===== src/rtl/mem_access_ctrl_if.sv =====
// Request/response bundle between the pipeline, mem_access_ctrl and the 64-bit data memory.
// The slave modport is the controller; the master modport is the pipeline plus memory side.
interface mem_access_ctrl_if;
    logic        req_valid;
    logic        mem_read;
    logic        mem_write;
    logic [2:0]  funct3;
    logic [63:0] addr;
    logic [63:0] store_data;
    logic        stall;
    logic        done;
    logic [63:0] load_data;
    logic        fault;
    logic        dm_MemRead;
    logic        dm_MemWrite;
    logic [63:0] dm_MemAdd;
    logic [63:0] dm_WriteData;
    logic [63:0] dm_ReadData;

    modport slave (
        input  req_valid, mem_read, mem_write, funct3, addr, store_data, dm_ReadData,
        output stall, done, load_data, fault, dm_MemRead, dm_MemWrite, dm_MemAdd, dm_WriteData
    );

    modport master (
        output req_valid, mem_read, mem_write, funct3, addr, store_data, dm_ReadData,
        input  stall, done, load_data, fault, dm_MemRead, dm_MemWrite, dm_MemAdd, dm_WriteData
    );
endinterface


===== src/rtl/mem_access_ctrl.sv =====
// Load/store controller: size-extracted loads, read-modify-write for SB/SH/SW, direct SD,
// pipeline stall until completion and a fault flag for misaligned, out-of-range or illegal requests.
module mem_access_ctrl #(
    parameter int MEM_BYTES   = 64,
    parameter bit CHECK_ALIGN = 1'b1
) (
    input  logic             clk,
    input  logic             reset,
    mem_access_ctrl_if.slave bus
);
    typedef enum logic [2:0] {
        S_IDLE   = 3'd0,
        S_LOAD   = 3'd1,
        S_RMW_RD = 3'd2,
        S_WRITE  = 3'd3,
        S_DONE   = 3'd4
    } state_t;

    state_t      r_state;
    state_t      w_state_next;

    logic [63:0] r_addr;
    logic [2:0]  r_funct3;
    logic [63:0] r_store_data;
    logic        r_is_load;
    logic        r_fault;
    logic [63:0] r_word;

    logic        w_req;
    logic        w_bad_op;
    logic        w_range;
    logic        w_misalign;
    logic        w_fault;
    logic [2:0]  w_align_mask;
    logic [64:0] w_end;
    logic [7:0]  w_byte_en;
    logic [63:0] w_merged;
    logic [63:0] w_ext;

    logic        w_stall;
    logic        w_done;
    logic [63:0] w_load_data;
    logic        w_fault_o;
    logic        w_dm_rd;
    logic        w_dm_wr;
    logic [63:0] w_dm_add;
    logic [63:0] w_dm_wdata;

    // Request decode, only meaningful while IDLE
    assign w_req    = bus.req_valid & (bus.mem_read | bus.mem_write);
    assign w_bad_op = (bus.mem_read & bus.mem_write)
                    | (bus.mem_read & (bus.funct3 == 3'd7))
                    | (bus.mem_write & bus.funct3[2]);
    // 65-bit sum so an address near 2^64 cannot wrap into range
    assign w_end    = {1'b0, bus.addr} + 65'd8;
    assign w_range  = w_end > 65'(MEM_BYTES);

    always_comb begin
        w_align_mask = 3'b000;
        case (bus.funct3[1:0])
            2'd0: w_align_mask = 3'b000;
            2'd1: w_align_mask = 3'b001;
            2'd2: w_align_mask = 3'b011;
            2'd3: w_align_mask = 3'b111;
            default: w_align_mask = 3'b000;
        endcase
    end

    assign w_misalign = CHECK_ALIGN && ((bus.addr[2:0] & w_align_mask) != 3'b000);
    assign w_fault    = w_bad_op | w_range | w_misalign;

    // Low size bytes come from the store data, upper bytes from the word just read
    generate
        for (genvar gi = 0; gi < 8; gi++) begin : g_merge
            assign w_byte_en[gi] = (4'(gi) < (4'd1 << r_funct3[1:0]));
            assign w_merged[gi*8 +: 8] = w_byte_en[gi] ? r_store_data[gi*8 +: 8]
                                                       : bus.dm_ReadData[gi*8 +: 8];
        end
    endgenerate

    always_comb begin
        w_ext = '0;
        case (r_funct3)
            3'd0: w_ext = {{56{r_word[7]}},  r_word[7:0]};
            3'd1: w_ext = {{48{r_word[15]}}, r_word[15:0]};
            3'd2: w_ext = {{32{r_word[31]}}, r_word[31:0]};
            3'd3: w_ext = r_word;
            3'd4: w_ext = {56'd0, r_word[7:0]};
            3'd5: w_ext = {48'd0, r_word[15:0]};
            3'd6: w_ext = {32'd0, r_word[31:0]};
            default: w_ext = '0;
        endcase
    end

    always_ff @(posedge clk) begin
        if (reset) begin
            r_state <= S_IDLE;
        end else begin
            r_state <= w_state_next;
        end
    end

    always_comb begin
        w_state_next = r_state;
        case (r_state)
            S_IDLE: begin
                if (w_req) begin
                    if (w_fault)
                        w_state_next = S_DONE;
                    else if (bus.mem_read)
                        w_state_next = S_LOAD;
                    else if (bus.funct3[1:0] == 2'd3)
                        w_state_next = S_WRITE;
                    else
                        w_state_next = S_RMW_RD;
                end
            end
            S_LOAD:   w_state_next = S_DONE;
            S_RMW_RD: w_state_next = S_WRITE;
            S_WRITE:  w_state_next = S_DONE;
            S_DONE:   w_state_next = S_IDLE;
            default:  w_state_next = S_IDLE;
        endcase
    end

    // r_word holds the load capture, the merged RMW word, or the SD data
    always_ff @(posedge clk) begin
        if (reset) begin
            r_addr       <= '0;
            r_funct3     <= '0;
            r_store_data <= '0;
            r_is_load    <= 1'b0;
            r_fault      <= 1'b0;
            r_word       <= '0;
        end else begin
            case (r_state)
                S_IDLE: begin
                    if (w_req) begin
                        r_addr       <= bus.addr;
                        r_funct3     <= bus.funct3;
                        r_store_data <= bus.store_data;
                        r_is_load    <= bus.mem_read;
                        r_fault      <= w_fault;
                        r_word       <= (bus.mem_write && !w_fault) ? bus.store_data : 64'd0;
                    end
                end
                S_LOAD:   r_word <= bus.dm_ReadData;
                S_RMW_RD: r_word <= w_merged;
                default: ;
            endcase
        end
    end

    always_comb begin
        w_stall     = 1'b0;
        w_done      = 1'b0;
        w_load_data = '0;
        w_fault_o   = 1'b0;
        w_dm_rd     = 1'b0;
        w_dm_wr     = 1'b0;
        w_dm_add    = '0;
        w_dm_wdata  = '0;
        case (r_state)
            S_IDLE: w_stall = w_req;
            S_LOAD, S_RMW_RD: begin
                w_stall  = 1'b1;
                w_dm_rd  = 1'b1;
                w_dm_add = r_addr;
            end
            S_WRITE: begin
                w_stall    = 1'b1;
                w_dm_wr    = 1'b1;
                w_dm_add   = r_addr;
                w_dm_wdata = r_word;
            end
            S_DONE: begin
                w_done      = 1'b1;
                w_fault_o   = r_fault;
                w_load_data = (r_is_load && !r_fault) ? w_ext : 64'd0;
            end
            default: ;
        endcase
    end

    assign bus.stall        = w_stall;
    assign bus.done         = w_done;
    assign bus.load_data    = w_load_data;
    assign bus.fault        = w_fault_o;
    assign bus.dm_MemRead   = w_dm_rd;
    assign bus.dm_MemWrite  = w_dm_wr;
    assign bus.dm_MemAdd    = w_dm_add;
    assign bus.dm_WriteData = w_dm_wdata;

endmodule


===== src/flat_wrapper.sv =====
// flat-port wrapper written by rule: the top's interface ports become plain ports
module mem_access_ctrl_flat 
#(
    parameter int MEM_BYTES   = 64,
    parameter bit CHECK_ALIGN = 1'b1
)
  (clk, reset, bus_req_valid, bus_mem_read, bus_mem_write, bus_funct3, bus_addr, bus_store_data, bus_dm_ReadData, bus_stall, bus_done, bus_load_data, bus_fault, bus_dm_MemRead, bus_dm_MemWrite, bus_dm_MemAdd, bus_dm_WriteData);
  mem_access_ctrl_if bus_i ();
  input  logic clk;
  input  logic reset;
  input wire logic [$bits(bus_i.req_valid)-1:0] bus_req_valid;
  input wire logic [$bits(bus_i.mem_read)-1:0] bus_mem_read;
  input wire logic [$bits(bus_i.mem_write)-1:0] bus_mem_write;
  input wire logic [$bits(bus_i.funct3)-1:0] bus_funct3;
  input wire logic [$bits(bus_i.addr)-1:0] bus_addr;
  input wire logic [$bits(bus_i.store_data)-1:0] bus_store_data;
  input wire logic [$bits(bus_i.dm_ReadData)-1:0] bus_dm_ReadData;
  output wire logic [$bits(bus_i.stall)-1:0] bus_stall;
  output wire logic [$bits(bus_i.done)-1:0] bus_done;
  output wire logic [$bits(bus_i.load_data)-1:0] bus_load_data;
  output wire logic [$bits(bus_i.fault)-1:0] bus_fault;
  output wire logic [$bits(bus_i.dm_MemRead)-1:0] bus_dm_MemRead;
  output wire logic [$bits(bus_i.dm_MemWrite)-1:0] bus_dm_MemWrite;
  output wire logic [$bits(bus_i.dm_MemAdd)-1:0] bus_dm_MemAdd;
  output wire logic [$bits(bus_i.dm_WriteData)-1:0] bus_dm_WriteData;
  assign bus_i.req_valid = bus_req_valid;
  assign bus_i.mem_read = bus_mem_read;
  assign bus_i.mem_write = bus_mem_write;
  assign bus_i.funct3 = bus_funct3;
  assign bus_i.addr = bus_addr;
  assign bus_i.store_data = bus_store_data;
  assign bus_i.dm_ReadData = bus_dm_ReadData;
  assign bus_stall = bus_i.stall;
  assign bus_done = bus_i.done;
  assign bus_load_data = bus_i.load_data;
  assign bus_fault = bus_i.fault;
  assign bus_dm_MemRead = bus_i.dm_MemRead;
  assign bus_dm_MemWrite = bus_i.dm_MemWrite;
  assign bus_dm_MemAdd = bus_i.dm_MemAdd;
  assign bus_dm_WriteData = bus_i.dm_WriteData;
  mem_access_ctrl #(.MEM_BYTES(MEM_BYTES), .CHECK_ALIGN(CHECK_ALIGN)) u_core (.clk(clk), .reset(reset), .bus(bus_i));
endmodule

===== config.mk =====
export PLATFORM = sky130hd
export DESIGN_NAME = mem_access_ctrl_flat
export DESIGN_NICKNAME = d
export VERILOG_FILES = /design/src/rtl/mem_access_ctrl_if.sv /design/src/rtl/mem_access_ctrl.sv /design/src/flat_wrapper.sv
export SDC_FILE = /design/constraint.sdc
export NUM_CORES = 1
export LEC_CHECK = 0
export CAP_MARGIN = 20
export CORE_MARGIN = 8
export CORE_UTILIZATION = 45
export DETAILED_ROUTE_END_ITERATION = 7
export PLACE_DENSITY = 0.8
export SETUP_SLACK_MARGIN = 0.02
export SLEW_MARGIN = 10
export SYNTH_ARGS = -nofsm -noshare
export SYNTH_HDL_FRONTEND = slang
export SYNTH_SLANG_ARGS = --single-unit

===== constraint.sdc =====
create_clock -name clk -period 5.9 [get_ports clk]
set_input_delay 1.475 -clock clk [delete_from_list [all_inputs] [get_ports clk]]
set_output_delay 1.475 -clock clk [all_outputs]
set_load 0.02 [all_outputs]

==> qor.txt, run 1 <==
First-pass DRT Iterations = 6
unique cell type count in the Yosys netlist = 59
fmax = 193 MHz
Worst EP arrival = 5.54 ns
Clock Latency Late Sink = 0.45 ns
Max FO, Critical Path = 64
Non-Filler Cell Area, Final = 16300 µm²
Crit. End Element = flop
WS Path Type = primary input to flop
Seq/Total Area, Yosys = 34.9%
ys flop type = dfxtp_1
GRT Overall Usage = 30.2%
Root Buffer Master = clkbuf_16
Vias/cell = 6.00
total grt overflow = 0
CTS tree = yes
Area after DPL = 15600 µm²
Core Area = 25100 µm²
Post-synth EDFFs = 0
Hold Crit Depth = 2
hold wc startpoint = u_core.r_addr[47]
#FFs+latches synth = 200
largest net degree at the start of global routing = 76
Slew Limit Fails = 0
Post-Syn Area = 11500 µm²
H-tree depth = 4
port bufs = 396
Fin. Hold Viols = 0
routed wire length per instance = 21.6 µm
Max Cap Viol = 0
leakage = 5.51 nW
clk buf depth = 2
hpwl dp = 35300 µm
cell taking the most area after synthesis = dfxtp_1
first-pass GRT wire length = 75500 µm
pwr/cell area = 199 nW/µm²
RSZ-0062 raised after global routing = no
die span in y = 176 µm
DRC = 0
post-cts resize count = 0
FP Rows = 58
Final min period = 5.18 ns
Die Footprint = 30900 µm²
Num CTS Buffers = 17
Worst R2R Setup Slack = 2.86 ns
vias in the first global route = 13000
Die Wd = 176 µm
Layout Skew = 0.0157 ns
via count = 13600
Worst EP required = 6.26 ns
RePlAce Congestion = 0.937
worst-margin pin slew = 1.04 ns
Hold Path End = u_core.r_addr[47]
Detailed Route WL = 48900 µm
Mapped Cells = 1605
setup tns final = 0 ns
Async S/R FF share, synth = 0%
Area Growth Syn to Fin = 41.9%
clock sinks = 200
Yosys warning total = 0
layout cells sized above 1 = 4.87%
Post-CTS Setup Inserts = 0
period utilisation layout = 87.8%
Post-Syn Nets = 1806
peak supply drop = 0.000170 V
Hold WC Path Type = flop to flop
Worst R2R End = u_core.r_word[58]
top post-synthesis cells by area = dfxtp_1 35%, a21oi_1 11%, nand2_1 11%
Iteration-0 DRC Markers = 1618
clock-pin slew on the worst setup and hold paths = 0.08 ns
Worst Hold Slack = 0.450 ns
Final nets = 2119
critical path launch point type = primary input
worst reg-to-reg path cell count = 10
initial antenna violation count = 6
Top Ports = 397
starting density of the core = 45.7%
number of routed nets with antenna violations = 0
final setup fails = 0
fillers = 2257
Worst R2R Start = u_core.r_state[1]
Avg Cell Area, Syn = 7.15 µm²
Slew HR = 30.4%
Hold Buf Count CTS = 0
Synth top area share = 34.9%
outcome = finished, final reports clean
[cell type report]
type	count	area (µm²)	area share, %
timing repair buffer	433	4260	26.2
inverter	19	71.3	0.438
multi-input combinational	1247	6910	42.4
clock buffer	17	425	2.61
tap	330	413	2.54
sequential	200	4000	24.6
antenna	5	12.5	0.0768
clock inverter	14	189	1.16
[flip-flops by register name (all words and copies together) (netlist names)]
name and cells:
u_core.r_state 3, u_core.r_fault 1, u_core.r_is_load 1, u_core.r_addr 64, u_core.r_funct3 3, u_core.r_store_data 64, u_core.r_word 64
[cells in the mapped netlist (3+ instances only)]
cell type	n
xor2_1	9
and2_1	123
nand3_1	30
buf_2	8
or2_2	6
mux2i_1	9
o21ai_1	4
and4_1	12
and3_1	13
a21oi_1	261
a211oi_1	4
clkbuf_1	125
inv_1	18
or3_1	6
or4_1	7
dfxtp_1	200
o211ai_1	58
nor4_1	20
nor3_1	33
a221oi_1	57
a22oi_1	8
o31a_1	3
nand4_1	42
xnor2_1	11
a31oi_1	12
a31o_2	3
nor3b_1	3
o21a_1	5
a211o_1	4
nand2_1	348
buf_1	5
o21ai_0	17
nand2b_1	59
nor2_1	48
[worst max-delay path by stage]
stage	startpoint	endpoint	slack, ns	cells past startpoint
5_1_grt	bus_addr[4]	u_core.r_word[3]	0.45	11
3_5_place_dp	bus_addr[3]	u_core.r_word[3]	0.35	11
3_3_place_gp	bus_addr[4]	u_core.r_word[1]	0.49	11
6_report	bus_addr[4]	u_core.r_word[3]	0.72	11
4_1_cts	bus_addr[3]	u_core.r_word[3]	0.80	11
2_1_floorplan	bus_addr[3]	u_core.r_word[49]	1.50	11
[kinds of logic (layout without fill, tap and decap cells)]
group                      after synthesis  after routing  share of synthesized area [%]
DFF                                    200            200                           34.9
buffers and inverters                  158            483                           5.29
xor gates and xnor gates                20             20                           1.53
muxes                                   11             11                          0.981
AOI/OAI and AO/OA                      453            453                           24.2
adders and majority gates                1              1                          0.109
and+or+nand+nor                        762            762                           33.0
other                                    0              5                              0
[where the power goes]
part           internal, mW  leakage (nW)  switching (mW)  total [mW]
Combinational         0.234          3.57           0.285       0.519
Sequential             1.43          1.64          0.0554        1.48
Clock                 0.645         0.295           0.594        1.24
[layout by cell type (no fill, tap or decap), drive strengths merged, types with 12 or more instances in the layout]
| cell | Yosys | routed |
|---|---|---|
| and3 | 13 | 13 |
| nand2 | 348 | 348 |
| inv | 19 | 24 |
| dfxtp | 200 | 200 |
| nand3 | 30 | 30 |
| and4 | 12 | 12 |
| nor3 | 33 | 33 |
| nor4 | 21 | 21 |
| buf | 14 | 38 |
| nor2 | 48 | 48 |
| and2 | 123 | 123 |
| nand2b | 59 | 59 |
| a21oi | 261 | 261 |
| o211ai | 58 | 58 |
| o21ai | 21 | 21 |
| clkdlybuf4s50 | 0 | 395 |
| nand4 | 43 | 43 |
| a221oi | 57 | 57 |
| clkbuf | 125 | 17 |
| a31oi | 12 | 12 |
[stage by stage]
step	cells	total power, mW	setup WS (ns)	util (%)
2_1_floorplan	1605	1.75	1.50	-
3_3_place_gp	2226	2.01	0.490	62.2
5_1_grt	2265	3.36	0.450	64.9
6_report	2265	3.24	0.721	64.9
4_1_cts	2259	3.24	0.804	64.7
3_5_place_dp	2228	2.02	0.352	62.3
[worst max-delay path, cell delays in order]
cell             delay, ns
clkdlybuf4s50_1       0.50
ha_1                  0.31
nand3_1               0.20
or4_1                 0.53
or4_4                 0.56
o31a_1                0.26
nor4_1                0.30
nor4bb_1              0.55
nand4_4               0.13
buf_4                 0.38
o21ai_0               0.27
[per-layer routing]
metal	vias to the layer above	global-route usage (%)	routed length (µm)	share of wire (%)
li1	6311	-	-	-
met1	6439	38.3	19900	41
met2	713	48.1	22700	46
met3	123	6.48	4000	8.2
met4	2	14.7	2250	4.6
met5	-	0	13	0.027
No activity file was read; power rests on OpenSTA's default activity.
==> run 2: changes to the inputs <==
--- a/config.mk
+++ b/config.mk
@@ -7,9 +7,10 @@
 export LEC_CHECK = 0
 export CAP_MARGIN = 20
 export CORE_MARGIN = 8
-export CORE_UTILIZATION = 45
+export CORE_UTILIZATION = 50
 export DETAILED_ROUTE_END_ITERATION = 7
-export PLACE_DENSITY = 0.8
+export PLACE_DENSITY = 0.87
+export RECOVER_POWER = 25
 export SETUP_SLACK_MARGIN = 0.02
 export SLEW_MARGIN = 10
 export SYNTH_ARGS = -nofsm -noshare
==> run 2 against run 1 <==
  * The run now ends with capacitance limit, slew limit left
  * Critical path depth shrank 5
  * Worst hold slack improved by 0.00078 ns
  * Die area shrank 9.1%
  * Global-route usage increased by 2.7 points
  * Design area decreased by 0.60%
  * Worst setup slack worse by 0.047 ns
  * Fmax decreased by 0.90%
  * Clock power fell by 4%
  * Register-to-register slack worse by 0.77 ns
  * First-iteration DRC count grew 18%
  * Largest power group unchanged
  * Combinational power about the same
==> qor.txt, run 2 (synthesized netlist as in run 1, its figures left out) <==
outcome = finished with violations
failing checks = capacitance limit, slew limit
period utilisation layout = 88.6%
clock-pin slew on the worst setup and hold paths = 0.07 ns
hpwl dp = 34700 µm
critical path launch point type = primary input
post-place setup slack = 0.400 ns
final setup fails = 0
placed cells = 2181
Final min period = 5.23 ns
starting density of the core = 50.8%
Vias/cell = 6.19
leakage = 5.48 nW
Slew Limit Fails = 135
Area Growth Syn to Fin = 41.1%
fmax = 191 MHz
Worst Hold Slack = 0.451 ns
Area after DPL = 15600 µm²
pwr/cell area = 197 nW/µm²
Worst EP required = 6.26 ns
GRT Overall Usage = 32.9%
Core Area = 22600 µm²
Final nets = 2116
via count = 13700
RSZ-0062 raised after global routing = no
largest net degree at the start of global routing = 83
most frequent cells in the layout = 394 x clkdlybuf4s50_1, 347 x nand2_1, 260 x a21oi_1
Num CTS Buffers = 17
Max FO, Critical Path = 64
CTS tree = yes
worst reg-to-reg path cell count = 6
WS Path Type = primary input to flop
fillers = 1820
Worst R2R Setup Slack = 2.09 ns
worst-margin pin slew = 3.27 ns
sequential cell area = 4000 µm²
number of routed nets with antenna violations = 0
area of the multi-input gates = 6910 µm²
port bufs = 396
Worst R2R Start = u_core.r_state[2]
Top Ports = 397
Critical Path Start = bus_mem_read
die span in y = 168 µm
Worst R2R End = u_core.r_addr[5]
routed wire length per instance = 21.7 µm
Fin. Hold Viols = 0
commonest non-fill, non-tap cell in the layout = clkdlybuf4s50_1
Root Buffer Master = clkbuf_16
FP Rows = 55
non-filler instance count after layout = 2220
First-pass DRT Iterations = 6
layout cells sized above 1 = 4.62%
first-pass GRT wire length = 74900 µm
RePlAce Congestion = 0.946
setup tns final = 0 ns
peak supply drop = 0.000148 V
fin worst setup slack = 0.674 ns
Crit. End Element = flop
Post-CTS Setup Inserts = 0
Hold Buf Count CTS = 0
Non-Filler Cell Area, Final = 16200 µm²
Slew HR = -118%
H-tree depth = 4
post-cts resize count = 0
DRC = 0
clk buf depth = 2
Hold Crit Depth = 2
Layout Skew = 0.0177 ns
Hold WC Path Type = flop to flop
initial antenna violation count = 8
clock sinks = 200
Worst EP arrival = 5.59 ns
Max Cap Viol = 2
total grt overflow = 0
Die Wd = 168 µm
Detailed Route WL = 48300 µm
vias in the first global route = 13200
Clock Latency Late Sink = 0.45 ns
Die Footprint = 28100 µm²
Iteration-0 DRC Markers = 1902
worst setup path endpoint = u_core.r_addr[5]
biggest regs = u_core.r_addr (64), u_core.r_store_data (64), u_core.r_word (64)
## run 2: routing by layer
metal,global-route usage [%],vias to the layer above,share of wire [%]
li1,-,6297,-
met1,41.0,6484,39
met2,52.9,833,47
met3,7.50,134,9.3
met5,0,-,0
met4,16.5,0,4.4
## run 2: worst min-delay path by stage
stage | from | end | slack [ns]
4_1_cts | u_core.r_addr[14] | u_core.r_addr[14] | 0.45
5_1_grt | u_core.r_addr[36] | u_core.r_addr[36] | 0.47
2_1_floorplan | u_core.r_addr[0] | u_core.r_addr[0] | 0.43
3_3_place_gp | u_core.r_addr[34] | u_core.r_addr[34] | 0.44
3_5_place_dp | u_core.r_addr[14] | u_core.r_addr[14] | 0.44
6_report | u_core.r_addr[23] | u_core.r_addr[23] | 0.45
## run 2: area by class of cell
| cell class | count | share of cell area, % |
|---|---|---|
| Multi-Input combinational cell | 1247 | 42.7 |
| Timing Repair Buffer | 430 | 26.1 |
| Sequential cell | 200 | 24.7 |
| Clock buffer | 17 | 2.63 |
| Tap cell | 285 | 2.20 |
| Clock inverter | 14 | 1.03 |
| Inverter | 19 | 0.441 |
| Antenna cell | 8 | 0.124 |
## run 2: through the flow
stage,total power [mW],utilization (%)
floorplan,1.75,-
global placement,2.00,68.8
detailed placement,2.02,69.0
CTS,3.19,71.7
global route,3.30,71.7
finish,3.19,71.7
## run 2: worst max-delay path, cell delays in order
cell,delay [ns]
dlygate4sd3_1,0.65
o21ai_0,0.42
nand3b_1,0.18
clkbuf_1,2.32
nand2_1,0.24
a21oi_1,0.28
## run 2: report_power, final
part           total [mW]  leakage [nW]  switching (mW)  internal [mW]
clock network        1.19         0.286           0.590          0.601
registers            1.48          1.64          0.0565           1.43
logic               0.519          3.55           0.285          0.234
total                3.19          5.48           0.932           2.26
